### src/rtl/and_pair_checker_sat_counter.sv
// sat_counter: clearable up-counter that holds at all-ones.
module sat_counter #(
  parameter int W = 8
) (
  input  logic         clk,
  input  logic         rst_n,
  input  logic         clr,
  input  logic         inc,
  output logic [W-1:0] q
);
  always_ff @(posedge clk) begin
    if (!rst_n) q <= '0;
    else q <= clr ? '0 : (inc && !(&q)) ? q + 1'b1 : q;
  end
endmodule

### config.mk
export PLATFORM = sky130hd
export DESIGN_NAME = sat_counter
export DESIGN_NICKNAME = d
export VERILOG_FILES = /design/src/rtl/and_pair_checker_sat_counter.sv
export SDC_FILE = /design/constraint.sdc
export NUM_CORES = 1
export LEC_CHECK = 0
export CORE_AREA = 8 8 45 47
export CTS_CLUSTER_DIAMETER = 200
export DETAILED_ROUTE_END_ITERATION = 10
export DIE_AREA = 0 0 53 55
export GPL_TIMING_DRIVEN = 0
export PLACE_DENSITY_LB_ADDON = 0.1
export SLEW_MARGIN = 20
export SYNTH_ARGS = -nofsm -noshare
export SYNTH_HDL_FRONTEND = slang
export SYNTH_SLANG_ARGS = --single-unit
### constraint.sdc
create_clock -name clk -period 1.5 [get_ports clk]
set_input_delay 0.375 -clock clk [delete_from_list [all_inputs] [get_ports clk]]
set_output_delay 0.375 -clock clk [all_outputs]
set_load 0.05 [all_outputs]
==> summary.md <==
| Metric | Value |
|---|---|
| Highest clock rate | between 0.6 and 0.7 GHz |
| R2R depth | 4 |
| Reg2reg start | q[0] |
| CP Buf/Inv Count | 1 |
| Fin. Hold Viols | 0 |
| Ys async rst share | 0 |
| Final ANT Viol Nets | 0 |
| Initial DRC Count | 14 |
| Post-CTS Setup Inserts | 0 |
| Synth top area cells | dfxtp_1 37%, a21oi_1 5.7%, nand2_1 5.1% |
| Total power after layout | 415 µW |
| Period minus WS final | around 1500 ps |
| Startpoint types | register |
| Register area | 164 µm² |
| Synth Area in Simple Gates | 0.243 |
| Status | complete, no violations |
| RePlAce Congestion | 0.724 |
| Gr usage total | 0.0848 |
| Dpl hpwl | 772 µm |
| Met3 wire len | roughly 72 µm |
| CTS tree | done |
| Root buffer cell | clkbuf_4 |
| FILL cells | ~150 |
| Hold WC Path Type | reg2reg |
| Slew @ Worst Pin | between 300 and 400 ps |
| Multi-input logic area | ~270 µm² |
| Crit. End Element | output pin |
| Die X | 53 µm |
| Pin count of the biggest net entering global routing | 9 |
| Post-route DRC | 0 |
| DR WL met2 | between 400 and 500 µm |
| Largest family of logic cells by synthesized area | compound AO/OA/AOI/OAI gates |
| PD cells | approximately 700 nW/µm² |
| Worst relative slew slack | 0.791 |
| Core ar. | 1380 µm² |
| XOR/XNOR share of the synthesized area | 0 |
| Worst-Skew Late Latency | 250 ps |
| Top FF cell, synth | dfxtp_1 |
| Vias/cell | approximately 5.3 |
| Top Registers | q (8) |
| Hold path cells | 2 |
| Initial core utilization | 0.316 |
| FP Rows | 14 |
| Initial antenna violation count | 0 |
| CP Class | reg2out |
| CP Data Arrival Time | ~1100 ps |
| Syn_area_per_cell | between 9 and 10 µm² |
| Critical path's slowest cell | dfxtp_1 |
| Cells after Synth | 47 |
| Hold Crit Start | q[0] |
| Synth Register Bits | 8 |
| Area leader, netlist | dfxtp_1 |
| Via count | 409 |
| Post-synthesis sequential area ratio | 0.366 |
| Syn-to-layout area delta | 35.7% |
| Top cell type's share of synthesized area | 0.366 |
| Max-cap viol count | 0 |
| Most flops, register | q |
| WL final | about 1000 µm |
| Routed wire per std cell | 13.6 µm |
| CTS buffer count | 3 |
| CP Data Required Time | 1120 ps |
| Met1 Wirelength | 489 µm |
| # setup viols final | 0 |
| Most frequent cell after synthesis | dfxtp_1 |
| Gr ovfl total | 0 |
| Area share of fa/ha/maj cells after synthesis | 0.0286 |
| Synth top cells by count | 8 x dfxtp_1, 6 x nand2_1, 5 x a21oi_1 |
| Worst-path clk slew | 50 ps |
| Max reg flops | 8 |
| First-pass GRT wire length | roughly 1800 µm |
| EDFF count, synth | 0 |
| Util after Layout | 0.429 |
| Sink Count | 8 |
| CP top delay family | flip-flops |
| H-tree levels | 1 |
| Top Layer Used | met4 |
| Multiplexer area fraction after synthesis | 0.0457 |
| Worst IR Drop VDD | around 0.00038 V |
| IO Port Bufs | 11 |
| # diodes | 0 |
| Pre-Repair DR Iteration Count | 4 |
| Die Height | 55 µm |
| # nets final | 68 |
| Worst clock skew | 3.63 ps |
| Synth Area in Compound Gates | 0.291 |
| Layout cells sized above 1 | 0.344 |
| WHS Endpoint | q[0] |
| Reg2reg setup slack | ~110 ps |
| CP max stage delay | ~430 ps |
| Count of cell types in the netlist | 25 |
| Part of the cycle the worst path needs | 0.974 |
| Worst R2R End | q[3] |
| Crit path max fanout | 7 |
| Yosys Warn Count | 0 |
| Syn Nets | 52 |
| Cell area after synthesis | around 440 µm² |
| DIE AREA | around 2900 µm² |
| Leakage | just over 0.0002 µW |
| Max-slew violation count | 0 |
| I/O Pins | 12 |
| RSZ-0062 raised after global routing | no |
| Worst-path cell chain | clkdlybuf4s15_2 |
| Maximum root-to-sink buffer count | 2 |
| Number of global-route vias before repair | between 300 and 400 |
==> cells in the final DEF, fill, tap and decap left out <==
| cell | count |
|---|---|
| a2111o_1 | 1 |
| a211oi_1 | 1 |
| a211oi_2 | 1 |
| a21boi_0 | 1 |
| a21boi_2 | 1 |
| a21oi_1 | 5 |
| a311oi_2 | 1 |
| a31oi_1 | 1 |
| and3_2 | 1 |
| and4_1 | 2 |
| buf_2 | 2 |
| buf_6 | 1 |
| clkbuf_4 | 3 |
| clkdlybuf4s15_2 | 6 |
| clkdlybuf4s50_1 | 3 |
| dfxtp_1 | 5 |
| dfxtp_2 | 3 |
| ha_1 | 1 |
| mux2i_1 | 2 |
| nand2_1 | 6 |
| nand2b_1 | 3 |
| nand3_1 | 2 |
| nand4_1 | 2 |
| nor2b_2 | 1 |
| nor3_1 | 1 |
| o21ai_0 | 1 |
| o21ai_2 | 1 |
| o21bai_1 | 1 |
| o311a_1 | 1 |
| or3_1 | 1 |
==> how the worst max path moves through the flow <==
stage / depth (start not counted) / slack, ps / endpoint / start
after floorplan: 3 / 6 / q[3] / q[2]
after CTS: 1 / 8 / q[2] / q[2]
after global routing: 4 / 2 / q[3] / inc
final: 1 / 40 / q[7] / q[7]
after global placement: 4 / -180 / q[3] / inc
after detailed placement: 4 / -180 / q[3] / inc
==> metrics by stage <==
stage	instances	setup TNS, ps	setup slack, ps	hold slack, ps	area (µm²)
2_1_floorplan	47	0	5.84	568	442
3_3_place_gp	74	-1520	-178	478	572
3_5_place_dp	74	-1590	-179	482	572
4_1_cts	77	0	7.74	489	604
5_1_grt	77	0	1.69	507	594
6_report	77	0	39.7	489	594
==> tightest hold or removal path: stages (launching register included) <==
cell and delay (ps):
dfxtp_2 340, nand2_1 60, mux2i_1 50
==> logic make-up (layout without fill, tap and decap cells) <==
kind of cell             count (synthesis)  after routing
AND/OR/NAND/NOR                         19             19
AO/OA/AOI/OAI                           16             16
flip-flops                               8              8
multiplexers                             2              2
adder cells (fa/ha/maj)                  1              1
buffers and inverters                    1             15
==> per-layer routing <==
layer	global-route usage	vias to the layer above
met3	0.0481	2
met4	0.0647	0
met5	0	-
li1	-	212
met2	0.121	10
met1	0.0916	185
==> area by class of cell <==
| type | count | area share |
|---|---|---|
| Clock buffer | 3 | 0.0379 |
| Sequential cell | 8 | 0.276 |
| Timing Repair Buffer | 11 | 0.181 |
| Buffer | 1 | 0.0189 |
| Tap cell | 16 | 0.0337 |
| Multi-Input combinational cell | 38 | 0.453 |
==> power breakdown <==
group          switching [µW]  total [µW]  internal (µW)
Clock                    72.7         164           91.5
Sequential               2.58         217            215
Combinational            18.4        33.8           15.4
Total                    93.6         415            322
==> timing repair <==
action | CTS | global route
hold buffers | 0 | 0
gates resized for setup | 24 | 5
setup endpoints to repair | 8 | 3
cloned | 0 | 0
pin swaps | 0 | 0
Power figures use the tool's default switching activity.
